===== config.mk =====
export PLATFORM = sky130hd
export DESIGN_NAME = writeback_stage_flat
export DESIGN_NICKNAME = d
export VERILOG_FILES = /design/src/rtl/writeback_stage_if.sv /design/src/rtl/writeback_stage.sv /design/src/flat_wrapper.sv
export SDC_FILE = /design/constraint.sdc
export NUM_CORES = 1
export LEC_CHECK = 0
export CAP_MARGIN = 5
export CORE_ASPECT_RATIO = 0.6
export CORE_MARGIN = 4
export CORE_UTILIZATION = 39
export CTS_CLUSTER_DIAMETER = 150
export DETAILED_ROUTE_END_ITERATION = 8
export GPL_ROUTABILITY_DRIVEN = 0
export PLACE_DENSITY = 0.78
export SYNTH_ARGS = -nofsm -noshare
export SYNTH_HDL_FRONTEND = slang
export SYNTH_SLANG_ARGS = --single-unit

===== constraint.sdc =====
create_clock -name clk -period 2.6 [get_ports clk]
set_clock_uncertainty 0.15 [all_clocks]
set_input_delay 0.52 -clock clk [delete_from_list [all_inputs] [get_ports clk]]
set_output_delay 0.52 -clock clk [all_outputs]
set_load 0.01 [all_outputs]

===== src/rtl/writeback_stage_if.sv =====
// Bundle between memory stage, data memory, register file and decode forwarding tap.
// The master drives retiring instructions and load data; the slave is the writeback stage.
interface writeback_stage_if #(
    parameter int unsigned XLEN  = 32,
    parameter int unsigned RA_W  = 5,
    parameter int unsigned RET_W = 32
) ();
    logic              in_valid;
    logic              in_ready;
    logic [RA_W-1:0]   in_rd;
    logic              in_rd_we;
    logic [1:0]        in_wb_sel;
    logic [XLEN-1:0]   in_alu_result;
    logic [XLEN-1:0]   in_pc;
    logic [XLEN-1:0]   in_imm;
    logic [2:0]        in_funct3;
    logic              mem_rvalid;
    logic [XLEN-1:0]   mem_rdata;
    logic              rf_wren;
    logic [RA_W-1:0]   rf_rd;
    logic [XLEN-1:0]   rf_wdata;
    logic              fwd_valid;
    logic [RA_W-1:0]   fwd_rd;
    logic [XLEN-1:0]   fwd_data;
    logic [RET_W-1:0]  retire_count;
    logic              err_misaligned;
    logic              err_spurious;

    modport master (
        output in_valid, in_rd, in_rd_we, in_wb_sel, in_alu_result, in_pc, in_imm, in_funct3,
        output mem_rvalid, mem_rdata,
        input  in_ready, rf_wren, rf_rd, rf_wdata, fwd_valid, fwd_rd, fwd_data,
        input  retire_count, err_misaligned, err_spurious
    );

    modport slave (
        input  in_valid, in_rd, in_rd_we, in_wb_sel, in_alu_result, in_pc, in_imm, in_funct3,
        input  mem_rvalid, mem_rdata,
        output in_ready, rf_wren, rf_rd, rf_wdata, fwd_valid, fwd_rd, fwd_data,
        output retire_count, err_misaligned, err_spurious
    );
endinterface


===== src/rtl/writeback_stage.sv =====
// Final pipeline stage: retires instructions, waits for and formats load data,
// drives the register file write port from registers and exposes a forwarding tap.
module writeback_stage #(
    parameter int unsigned XLEN  = 32,
    parameter int unsigned RA_W  = 5,
    parameter int unsigned RET_W = 32
) (
    input logic              clk,
    input logic              rst_n,
    writeback_stage_if.slave bus
);

    localparam logic [0:0] StIdle    = 1'b0;
    localparam logic [0:0] StWaitMem = 1'b1;

    logic [0:0]       state_q, state_d;
    logic [RA_W-1:0]  ld_rd_q, ld_rd_d;
    logic             ld_we_q, ld_we_d;
    logic [2:0]       ld_funct3_q, ld_funct3_d;
    logic [1:0]       ld_off_q, ld_off_d;

    logic             rf_wren_q, rf_wren_d;
    logic [RA_W-1:0]  rf_rd_q, rf_rd_d;
    logic [XLEN-1:0]  rf_wdata_q, rf_wdata_d;
    logic [RET_W-1:0] retire_q, retire_d;
    logic             mis_q, mis_d;
    logic             spur_q, spur_d;

    logic             complete;
    logic             accept;
    logic [7:0]       ld_byte;
    logic [15:0]      ld_half;
    logic [XLEN-1:0]  ld_data;
    logic             ld_illegal;
    logic [XLEN-1:0]  sel_data;

    assign bus.in_ready = (state_q == StIdle);
    assign accept       = bus.in_valid & bus.in_ready;

    // Load formatting works on the captured offset, not the live bus.
    always_comb begin
        ld_byte    = bus.mem_rdata[{ld_off_q, 3'b000} +: 8];
        ld_half    = ld_off_q[1] ? bus.mem_rdata[31:16] : bus.mem_rdata[15:0];
        ld_data    = bus.mem_rdata;
        ld_illegal = 1'b0;
        case (ld_funct3_q)
            3'b000: ld_data = {{(XLEN-8){ld_byte[7]}}, ld_byte};
            3'b100: ld_data = {{(XLEN-8){1'b0}}, ld_byte};
            3'b001: begin
                ld_data    = {{(XLEN-16){ld_half[15]}}, ld_half};
                ld_illegal = ld_off_q[0];
            end
            3'b101: begin
                ld_data    = {{(XLEN-16){1'b0}}, ld_half};
                ld_illegal = ld_off_q[0];
            end
            3'b010:  ld_illegal = (ld_off_q != 2'b00);
            default: ld_illegal = 1'b1;
        endcase
    end

    always_comb begin
        case (bus.in_wb_sel)
            2'd2:    sel_data = bus.in_pc + XLEN'(4);
            2'd3:    sel_data = bus.in_imm;
            default: sel_data = bus.in_alu_result;
        endcase
    end

    always_comb begin
        state_d     = state_q;
        ld_rd_d     = ld_rd_q;
        ld_we_d     = ld_we_q;
        ld_funct3_d = ld_funct3_q;
        ld_off_d    = ld_off_q;
        rf_wren_d   = 1'b0;
        rf_rd_d     = rf_rd_q;
        rf_wdata_d  = rf_wdata_q;
        mis_d       = mis_q;
        spur_d      = spur_q;
        complete    = 1'b0;

        if (state_q == StIdle) begin
            // A same-cycle mem_rvalid is never the answer to the load being accepted now.
            if (bus.mem_rvalid) begin
                spur_d = 1'b1;
            end
            if (accept) begin
                if (bus.in_wb_sel == 2'd1) begin
                    state_d     = StWaitMem;
                    ld_rd_d     = bus.in_rd;
                    ld_we_d     = bus.in_rd_we;
                    ld_funct3_d = bus.in_funct3;
                    ld_off_d    = bus.in_alu_result[1:0];
                end else begin
                    complete   = 1'b1;
                    rf_rd_d    = bus.in_rd;
                    rf_wdata_d = sel_data;
                    rf_wren_d  = bus.in_rd_we & (bus.in_rd != '0);
                end
            end
        end else if (bus.mem_rvalid) begin
            state_d    = StIdle;
            complete   = 1'b1;
            rf_rd_d    = ld_rd_q;
            rf_wdata_d = ld_data;
            rf_wren_d  = ld_we_q & (ld_rd_q != '0) & ~ld_illegal;
            if (ld_illegal) begin
                mis_d = 1'b1;
            end
        end

        retire_d = retire_q + RET_W'(complete);
    end

    always_ff @(posedge clk or negedge rst_n) begin
        if (!rst_n) begin
            state_q     <= StIdle;
            ld_rd_q     <= '0;
            ld_we_q     <= 1'b0;
            ld_funct3_q <= 3'b000;
            ld_off_q    <= 2'b00;
            rf_wren_q   <= 1'b0;
            rf_rd_q     <= '0;
            rf_wdata_q  <= '0;
            retire_q    <= '0;
            mis_q       <= 1'b0;
            spur_q      <= 1'b0;
        end else begin
            state_q     <= state_d;
            ld_rd_q     <= ld_rd_d;
            ld_we_q     <= ld_we_d;
            ld_funct3_q <= ld_funct3_d;
            ld_off_q    <= ld_off_d;
            rf_wren_q   <= rf_wren_d;
            rf_rd_q     <= rf_rd_d;
            rf_wdata_q  <= rf_wdata_d;
            retire_q    <= retire_d;
            mis_q       <= mis_d;
            spur_q      <= spur_d;
        end
    end

    assign bus.rf_wren        = rf_wren_q;
    assign bus.rf_rd          = rf_rd_q;
    assign bus.rf_wdata       = rf_wdata_q;
    assign bus.fwd_valid      = rf_wren_q;
    assign bus.fwd_rd         = rf_rd_q;
    assign bus.fwd_data       = rf_wdata_q;
    assign bus.retire_count   = retire_q;
    assign bus.err_misaligned = mis_q;
    assign bus.err_spurious   = spur_q;

endmodule


===== src/flat_wrapper.sv =====
// flat-port wrapper written by rule: the top's interface ports become plain ports
module writeback_stage_flat 
#(
    parameter int unsigned XLEN  = 32,
    parameter int unsigned RA_W  = 5,
    parameter int unsigned RET_W = 32
)
  (clk, rst_n, bus_in_valid, bus_in_rd, bus_in_rd_we, bus_in_wb_sel, bus_in_alu_result, bus_in_pc, bus_in_imm, bus_in_funct3, bus_mem_rvalid, bus_mem_rdata, bus_in_ready, bus_rf_wren, bus_rf_rd, bus_rf_wdata, bus_fwd_valid, bus_fwd_rd, bus_fwd_data, bus_retire_count, bus_err_misaligned, bus_err_spurious);
  writeback_stage_if #(.XLEN(XLEN), .RA_W(RA_W), .RET_W(RET_W)) bus_i ();
  input logic clk;
  input logic rst_n;
  input wire logic [$bits(bus_i.in_valid)-1:0] bus_in_valid;
  input wire logic [$bits(bus_i.in_rd)-1:0] bus_in_rd;
  input wire logic [$bits(bus_i.in_rd_we)-1:0] bus_in_rd_we;
  input wire logic [$bits(bus_i.in_wb_sel)-1:0] bus_in_wb_sel;
  input wire logic [$bits(bus_i.in_alu_result)-1:0] bus_in_alu_result;
  input wire logic [$bits(bus_i.in_pc)-1:0] bus_in_pc;
  input wire logic [$bits(bus_i.in_imm)-1:0] bus_in_imm;
  input wire logic [$bits(bus_i.in_funct3)-1:0] bus_in_funct3;
  input wire logic [$bits(bus_i.mem_rvalid)-1:0] bus_mem_rvalid;
  input wire logic [$bits(bus_i.mem_rdata)-1:0] bus_mem_rdata;
  output wire logic [$bits(bus_i.in_ready)-1:0] bus_in_ready;
  output wire logic [$bits(bus_i.rf_wren)-1:0] bus_rf_wren;
  output wire logic [$bits(bus_i.rf_rd)-1:0] bus_rf_rd;
  output wire logic [$bits(bus_i.rf_wdata)-1:0] bus_rf_wdata;
  output wire logic [$bits(bus_i.fwd_valid)-1:0] bus_fwd_valid;
  output wire logic [$bits(bus_i.fwd_rd)-1:0] bus_fwd_rd;
  output wire logic [$bits(bus_i.fwd_data)-1:0] bus_fwd_data;
  output wire logic [$bits(bus_i.retire_count)-1:0] bus_retire_count;
  output wire logic [$bits(bus_i.err_misaligned)-1:0] bus_err_misaligned;
  output wire logic [$bits(bus_i.err_spurious)-1:0] bus_err_spurious;
  assign bus_i.in_valid = bus_in_valid;
  assign bus_i.in_rd = bus_in_rd;
  assign bus_i.in_rd_we = bus_in_rd_we;
  assign bus_i.in_wb_sel = bus_in_wb_sel;
  assign bus_i.in_alu_result = bus_in_alu_result;
  assign bus_i.in_pc = bus_in_pc;
  assign bus_i.in_imm = bus_in_imm;
  assign bus_i.in_funct3 = bus_in_funct3;
  assign bus_i.mem_rvalid = bus_mem_rvalid;
  assign bus_i.mem_rdata = bus_mem_rdata;
  assign bus_in_ready = bus_i.in_ready;
  assign bus_rf_wren = bus_i.rf_wren;
  assign bus_rf_rd = bus_i.rf_rd;
  assign bus_rf_wdata = bus_i.rf_wdata;
  assign bus_fwd_valid = bus_i.fwd_valid;
  assign bus_fwd_rd = bus_i.fwd_rd;
  assign bus_fwd_data = bus_i.fwd_data;
  assign bus_retire_count = bus_i.retire_count;
  assign bus_err_misaligned = bus_i.err_misaligned;
  assign bus_err_spurious = bus_i.err_spurious;
  writeback_stage #(.XLEN(XLEN), .RA_W(RA_W), .RET_W(RET_W)) u_core (.clk(clk), .rst_n(rst_n), .bus(bus_i));
endmodule

==> Yosys cells after proc, flatten, opt, wreduce, memory -nomap -nowiden <==
Cells that the tools add are included.
W data, S select, Z words.
{ "op_classes": {"add_sub_neg": 2, "eq_ne": 9, "n_shift": 1, "mux": 24, "bitwise_logic": 6, "n_reduce_logical": 11} }
{ "op_table": {"columns": ["op", "n"], "rows": [
  ["$mux W32", 4],
  ["$pmux W32 S4", 1],
  ["$pmux W32 S2", 1],
  ["$add A32 B1 Y32", 1],
  ["$add A32 B3 Y32 const B", 1],
  ["$shiftx A32 B6 Y8", 1],
  ["$mux W5", 4],
  ["$mux W16", 1],
  ["$mux W1", 12],
  ["$reduce_bool A5 Y1", 2],
  ["$reduce_and A3 Y1", 3],
  ["$eq A3 B3 Y1 const B", 2],
  ["$and A1 B1 Y1", 4],
  ["$eq A2 B2 Y1 const B", 2],
  ["$reduce_bool A2 Y1", 2],
  ["$reduce_or A2 Y1", 2],
  ["$eq A3 B1 Y1 const B", 1],
  ["$eq A3 B2 Y1 const B", 1],
  ["$logic_not A3 Y1", 1],
  ["$pmux W1 S3", 1],
  ["$eq A2 B1 Y1 const B", 1],
  ["$ne A2 B1 Y1 const B", 1],
  ["$ne A2 B2 Y1 const B", 1],
  ["$not A1 Y1", 2],
  ["$reduce_and A2 Y1", 1]
]} }
{ "totals": {"reg_bits": 84, "input_bits": 143, "out_inout_bits": 111, "elab_cells": 64} }

==> Depth between registers and ports, before layout <==
Gate-level depths: netlist (run 1).
{ "depth": {"ltp_word": 7, "depth_mapped": 12, "ltp_nobuf": 10} }

==> Worst setup path after synthesis (run 1) <==
Ideal clock, no wire load.
{ "synth_path": {"kind": "input to register", "startpoint": "input bus_in_wb_sel[0]", "endpoint": "register u_core.retire_q[28] (netlist: u_core.bus.retire_count[28])", "setup_time_ns": 0.079, "arrival_ns": 2.594, "required_time_ns": 2.371, "setup_slack_ns": -0.223, "cell_stages": 11, "path_buffers": 2, "path_cell_list": "buf_2 nor2b_1 o21ai_1 clkbuf_1 ha_1 ha_1 inv_1 nor3_4 nand3_1 nor2_1 xor2_1"} }
{ "synth_between": {"elab_chain_cells": 5} }
{ "synth_rtl": {"columns": ["item", "line", "source"], "rows": [
  ["from (decl)", "flat_wrapper.sv:15", "input wire logic [$bits(bus_i.in_wb_sel)-1:0] bus_in_wb_sel;"],
  ["$eq A2 B1 Y1", "writeback_stage.sv:89", "if (bus.in_wb_sel == 2'd1) begin"],
  ["$mux W1", "writeback_stage.sv:89", null],
  ["$mux W1", "writeback_stage.sv:88", "if (accept) begin"],
  ["$mux W1", "writeback_stage.sv:83", "if (state_q == StIdle) begin"],
  ["$add A32 B1 Y32", "writeback_stage.sv:113", "retire_d = retire_q + RET_W'(complete);"],
  ["via u_core.retire_d[28]", "writeback_stage.sv:25", "logic [RET_W-1:0] retire_q, retire_d;"],
  ["to (signal assigned)", "writeback_stage.sv:138", "retire_q <= retire_d;"],
  ["to (decl)", "writeback_stage.sv:25", null]
]} }
The timed path passes the listed nets, and every way through them passes these cells.
A chain may end at the register's enable or synchronous reset.

==> Final worst setup path (run 1) <==
{ "layout_path": {"startpoint": "input bus_in_valid", "endpoint": "register u_core.retire_q[25] (netlist: u_core.bus.retire_count[25])"} }
{ "layout_between": {"elab_chain_cells": 4} }
{ "layout_rtl": {"columns": ["item", "line", "source"], "rows": [
  ["from (decl)", "flat_wrapper.sv:12", "input wire logic [$bits(bus_i.in_valid)-1:0] bus_in_valid;"],
  ["$and A1 B1 Y1", "writeback_stage.sv:38", "assign accept = bus.in_valid & bus.in_ready;"],
  ["$mux W1", "writeback_stage.sv:88", null],
  ["$mux W1", "writeback_stage.sv:83", null],
  ["$add A32 B1 Y32", "writeback_stage.sv:113", null],
  ["via u_core.retire_d[25]", "writeback_stage.sv:25", null]
]} }
The timed path passes the listed nets, and every way through them passes these cells.

==> results.toml, run 1 <==
[global_route]
grt_pass1_wl_um = 37500
overflow = 0
grt_usage_pct = 27.3
antenna_found_initial = 0
grt_max_degree = 50
grt_pass1_vias = 6313

[setup_path]
crit_required_ns = 2.72
startpoint_type = "primary input"
crit_chain = "clkdlybuf4s50_1 -> nand2_1 -> o21ai_4 -> ha_1 -> buf_4 -> nand2_1 -> nor3_1 -> and3_1 -> and3_1 -> xor2_1"
critPathBufInv = 2
worstSetupEndpointType = "flop"
crit_slowest_cell = "clkdlybuf4s50_1"
cp_top_family = "simple AND/OR/NAND/NOR gates"
cp.arrival_ns = 2.53
slowest_delay_ns = 0.49
criticalPathCategory = "primary input to flop"
crit_fanout = 3

[sta]
final.min_clock_period_ns = 2.41
hold_viol = 0
worst_pin_slew_ns = 0.699
slew_viol_final = 0
rsz0062_at_grt = "false"
max_freq_mhz = 415
slew_headroom_pct = 53.3
post-route-period-util_pct = 92.7
setup_violations = 0
hold_slack_ns = 0.307

[clock_tree]
h-tree-depth = 3
path_clk_slew_ns = 0.07
cts_setup_buffers = 0
clock_sinks = 84
cts_tree = "yes"
cts_root_buffer = "clkbuf_16"
clockBufferDepth = 2
cts_resized = 0
clock_latency_ns = 0.34
cts_buffers = 9
hold_buffers = 1

[logic_synthesis]
async_flop_share_pct = 100
syn_avg_cell_area_um2 = 8.52
netlist_area_um2 = 5940
yosys-top-cells-area = "dfrtp_1, buf_4, a21oi_1, nor2_1, nand2_1"
ys_ff_latch = 84
yosysWarnings = 0
synth_top_area_cell = "dfrtp_1"
yosysSeqAreaShare_pct = 35.4
synthCells = 697
ys.flop_type = "dfrtp_1"
yosysUniqueCellTypes = 64
syn_nets = 844
synth_top_cell_area_share_pct = 35.4
synth-edff-count = 0

[layout]
area_growth_pct = 54.3
fin_nets = 1106
diodes = 0
drive_above_1_share_pct = 12.3
fin_area_um2 = 9170

[floorplanning]
io_pins = 254
die_w_um = 167
coreArea_um2 = 14700
die_h_um = 104
start_util_pct = 40.4
num_rows = 34
die_area_um2 = 17300

[placement]
placed_cell_area_um2 = 8860
portBuffers = 253
place_hpwl_um = 19600

[detailed_routing]
routed_via_density = 5.61
drt-wirelength-per-cell_um = 20.8
routed_wl_um = 24200
num_vias = 6516
drtAntennaViolNets = 0
drt_iter0_drc = 604
firstDrtPassIters = 5
drc = 0

[power_and_ir_drop]
power_density_nw_per_um2 = 575
total_leakage_power_nw = 3.78
ir_drop_mv = 0.329

[run_status]
status = "finished, final reports clean"

[run]
cap_violations = 0

[hold_path]
min_path_type = "flop to flop"
path summary, 6_finish.rpt:
path / cells past startpoint / from / to / slack, ns
max in group asynchronous: 3 / rst_n / u_core.bus.retire_count[27] / 1.22
max reg2reg: 10 / u_core.state_q / u_core.bus.retire_count[25] / 0.29
min: 1 / u_core.bus.err_spurious / u_core.bus.err_spurious / 0.31
max: 10 / bus_in_valid / u_core.bus.retire_count[25] / 0.19
min reg2reg: 1 / u_core.bus.err_spurious / u_core.bus.err_spurious / 0.31
min in group asynchronous: 2 / rst_n / u_core.ld_rd_q[3] / 0.42
through the flow:
| step | total power [mW] | utilization, % | TNS [ns] | worst slack (ns) | std cells |
|---|---|---|---|---|---|
| 2_1_floorplan | 2.81 | - | 0 | 0.0601 | 697 |
| 3_3_place_gp | 3.93 | 60.2 | -0.579 | -0.111 | 1145 |
| 3_5_place_dp | 3.96 | 60.2 | -1.24 | -0.161 | 1145 |
| 4_1_cts | 5.30 | 62.3 | 0 | 0.192 | 1162 |
| 5_1_grt | 5.55 | 62.3 | 0 | 0.0505 | 1162 |
| 6_report | 5.27 | 62.3 | 0 | 0.190 | 1162 |
cell families (layout without fill, tap and decap cells):
logic type                 Yosys count  count (layout)  share of synthesized area (%)
adders and majority gates            4               4                          0.842
and+or+nand+nor                    254             254                           22.6
AOI/OAI and AO/OA                  184             184                           20.8
muxes                               25              25                           4.61
xor gates and xnor gates            42              42                           6.19
buffers and inverters              104             371                           9.54
DFF                                 84              84                           35.4
power breakdown:
part	internal, mW	switching, mW
clock	0.754	0.560
combinational	1.15	0.985
sequential	1.54	0.281
total	3.44	1.83
flip-flops by register name, indices dropped and copies added, names as in the netlist:
| signal | cells |
|---|---|
| u_core.bus.err_misaligned | 1 |
| u_core.ld_off_q | 2 |
| u_core.bus.fwd_data | 32 |
| u_core.ld_rd_q | 5 |
| u_core.bus.fwd_rd | 5 |
| u_core.bus.retire_count | 32 |
| u_core.bus.fwd_valid | 1 |
| u_core.bus.err_spurious | 1 |
| u_core.ld_funct3_q | 3 |
| u_core.state_q | 1 |
| u_core.ld_we_q | 1 |
metal layers:
metal | GRT usage, % | wire (um) | vias to the layer above
li1 | - | - | 3043
met5 | 0 | 0 | -
met2 | 38.4 | 9940 | 393
met1 | 40.7 | 11000 | 3053
met4 | 4.46 | 231 | 0
met3 | 9.82 | 2940 | 27
cell usage after synthesis (all sizes together) (4+ instances only):
master / instances
buf: 57
a22oi: 8
clkbuf: 20
o211a: 5
nand2b: 4
and4: 8
mux2i: 15
xor2: 15
a211oi: 18
nor3: 13
a21oi: 53
nand4: 21
nand2: 64
xnor2: 27
o2111ai: 4
nand3: 31
a21o: 5
inv: 27
ha: 4
a221oi: 9
o22ai: 6
and3: 9
dfrtp: 84
mux2: 9
or3: 6
and2: 5
o211ai: 9
nor2b: 7
nor2: 65
nor4: 16
o21ai: 28
a31oi: 16
cell usage in the layout (no fill, tap or decap), types with 3 or more instances in the layout:
master,instances
o21ai_0,27
or4_1,3
a221oi_2,3
nand3_1,29
buf_4,72
inv_1,27
xnor2_1,27
xor2_1,15
dfrtp_1,84
and2_1,5
buf_12,3
nand2b_1,4
nor3_1,9
and3_1,9
ha_1,4
mux2_2,9
clkdlybuf4s50_1,252
o211a_1,5
nand4_1,18
a21oi_1,52
and4_1,7
o32ai_1,3
a211oi_1,17
nor4_1,13
clkbuf_16,9
a22oi_1,8
nand2_1,64
a31oi_1,16
o211ai_1,9
nor2b_1,7
or3_1,6
a221oi_1,6
mux2i_1,15
o22ai_1,6
o31a_1,3
a21o_1,5
o2111ai_1,4
nor2_1,65
layout make-up:
| type | instances | area, um^2 |
|---|---|---|
| Clock inverter | 6 | 71.3 |
| Clock buffer | 10 | 229 |
| Inverter | 27 | 101 |
| Fill cell | 1348 | 5550 |
| Multi-Input combinational cell | 509 | 3280 |
| Tap cell | 198 | 248 |
| Timing Repair Buffer | 328 | 3130 |
| Sequential cell | 84 | 2100 |
No activity file was read; power rests on OpenSTA's default activity.
==> inputs of run 2 (changes only) <==
SKIP_CTS_REPAIR_TIMING = 1   (was default)
TNS_END_PERCENT = 100   (was default)
==> results of run 2 <==
The final DEF is identical to that of run 1; final timing and power are the same.
==> inputs of run 3 (changes only) <==
CORE_UTILIZATION = 40   (was 39)
PLACE_DENSITY = 0.76   (was 0.78)
SETUP_SLACK_MARGIN = 0.02   (was default)
clock period = 3.1 ns   (was 2.6 ns; I/O delays follow)
==> run 3 against run 2 <==
  * Die area fell by 2.3%
  * Routed wire length decreased by 3.8%
  * Count of clock-buffer cells in the layout shrank 1
  * First-iteration DRC count increased by 7.6%
  * Total power shrank 19%
  * Via count down 1.6%
  * Non-clock buffer count fell by 49
  * Sequential cell count did not move
  * Critical path depth shrank 3
  * Critical path type unchanged
  * Critical endpoint is now u_core.bus.fwd_data[16]
==> results.toml, run 3 (same netlist as run 1, synthesis figures left out) <==
[sta]
slew_viol_final = 0
setup_violations = 0
rsz0062_at_grt = "false"
post-route-period-util_pct = 83.7
max_freq_mhz = 386
hold_viol = 0
final.min_clock_period_ns = 2.59
setup_tns_ns = 0
slew_headroom_pct = 43.5
setup_slack_ns = 0.507
worst_pin_slew_ns = 0.847

[detailed_routing]
routed_via_density = 5.76
num_vias = 6409
drt-wirelength-per-cell_um = 20.9
firstDrtPassIters = 5
drt_iter0_drc = 650
routed_wl_um = 23300
drtAntennaViolNets = 0
drc = 0

[placement]
dp_cells = 1097
dp_slack_ns = 0.164
placed_cell_area_um2 = 8470
portBuffers = 253
place_hpwl_um = 18700

[layout]
drive_above_1_share_pct = 7.87
final_cell_mix = "clkdlybuf4s50_1, dfrtp_1, nor2_1"
layout_commonest_cell = "clkdlybuf4s50_1"
multi_input_area_um2 = 3280
fin_area_um2 = 8760
fin_nets = 1057
diodes = 0
num-fill-cells = 1345
regArea_um2 = 2100
final_cells = 1113
area_growth_pct = 47.4

[setup_path]
criticalPathCategory = "primary input to flop"
slowest_delay_ns = 0.54
crit_fanout = 5
worstSetupEndpointType = "flop"
crit_slowest_cell = "clkdlybuf4s50_1"
startpoint_type = "primary input"
critPathBufInv = 1
path_depth = 7
cp_top_family = "simple AND/OR/NAND/NOR gates"
rr_worst_depth = 4
cp.arrival_ns = 2.69
crit_chain = "clkdlybuf4s50_1 -> ha_1 -> nand4_1 -> nor4_1 -> xor2_1 -> a21oi_1 -> a211oi_1"
crit_required_ns = 3.20

[run]
cap_violations = 0

[clock_tree]
cts_buffers = 9
cts_root_buffer = "clkbuf_16"
clockBufferDepth = 2
path_clk_slew_ns = 0.07
cts_tree = "yes"
h-tree-depth = 3
clock_latency_ns = 0.34
clock_sinks = 84

[run_status]
status = "finished, final reports clean"

[floorplanning]
io_pins = 254
num_rows = 34
coreArea_um2 = 14500
die_w_um = 165
start_util_pct = 41.0
die_area_um2 = 16900
die_h_um = 102

[power_and_ir_drop]
total_leakage_power_nw = 3.53
ir_drop_mv = 0.272
power_density_nw_per_um2 = 489

[global_route]
grt_max_degree = 50
grt_usage_pct = 27.0
overflow = 0
grt_pass1_wl_um = 34700
antenna_found_initial = 1
grt_pass1_vias = 5921

[hold_path]
min_path_type = "primary input to asynchronous set/reset pin"
[run 3: cell types whose count changed in the layout (fill, tap and decap cells not counted), sizes merged]
cell	before	now
buf	75	27
bufinv	1	0
dlygate4sd3	1	0
clkinv	1	3
clkinvlp	2	1
clkbuf	10	9
inv	29	30
[run 3: worst paths after layout]
check                                        startpoint                 endpoint  slack, ns
worst max-delay path                       bus_in_pc[2]  u_core.bus.fwd_data[16]       0.51
worst min-delay path                              rst_n     u_core.bus.fwd_rd[3]       0.14
worst max register to register       u_core.ld_off_q[1]   u_core.bus.fwd_data[0]       0.74
worst min register to register  u_core.bus.err_spurious  u_core.bus.err_spurious       0.32
max in group asynchronous                         rst_n   u_core.bus.fwd_data[0]       1.81
min in group clk                u_core.bus.err_spurious  u_core.bus.err_spurious       0.32
[run 3: layout make-up]
type / instances / share of cell area (%)
well taps: 198 / 2.83
multi-input cells: 509 / 37.5
clock inverters: 7 / 0.672
clock buffers: 9 / 2.57
repair buffers: 279 / 31.3
inverters: 27 / 1.16
flip-flops and latches: 84 / 24.0
[run 3: per-layer routing]
metal  GRT usage (%)  share of wire (%)
met1            40.1                 45
met5               0              0.056
met3            9.55                 13
met4            3.61               0.77
met2            38.7                 41
[run 3: through the flow]
step                utilization, %  power [mW]  hold slack [ns]
finish                        60.4        4.28            0.144
global route                  60.4        4.52            0.180
CTS                           60.4        4.31            0.164
detailed placement            58.4        3.25            0.298
global placement              58.4        3.23            0.299
floorplan                        -        2.35            0.174
[run 3: power breakdown]
group | internal, mW | total, mW | switching (mW)
Clock | 0.556 | 1.04 | 0.480
Combinational | 0.914 | 1.68 | 0.765
Sequential | 1.29 | 1.56 | 0.274
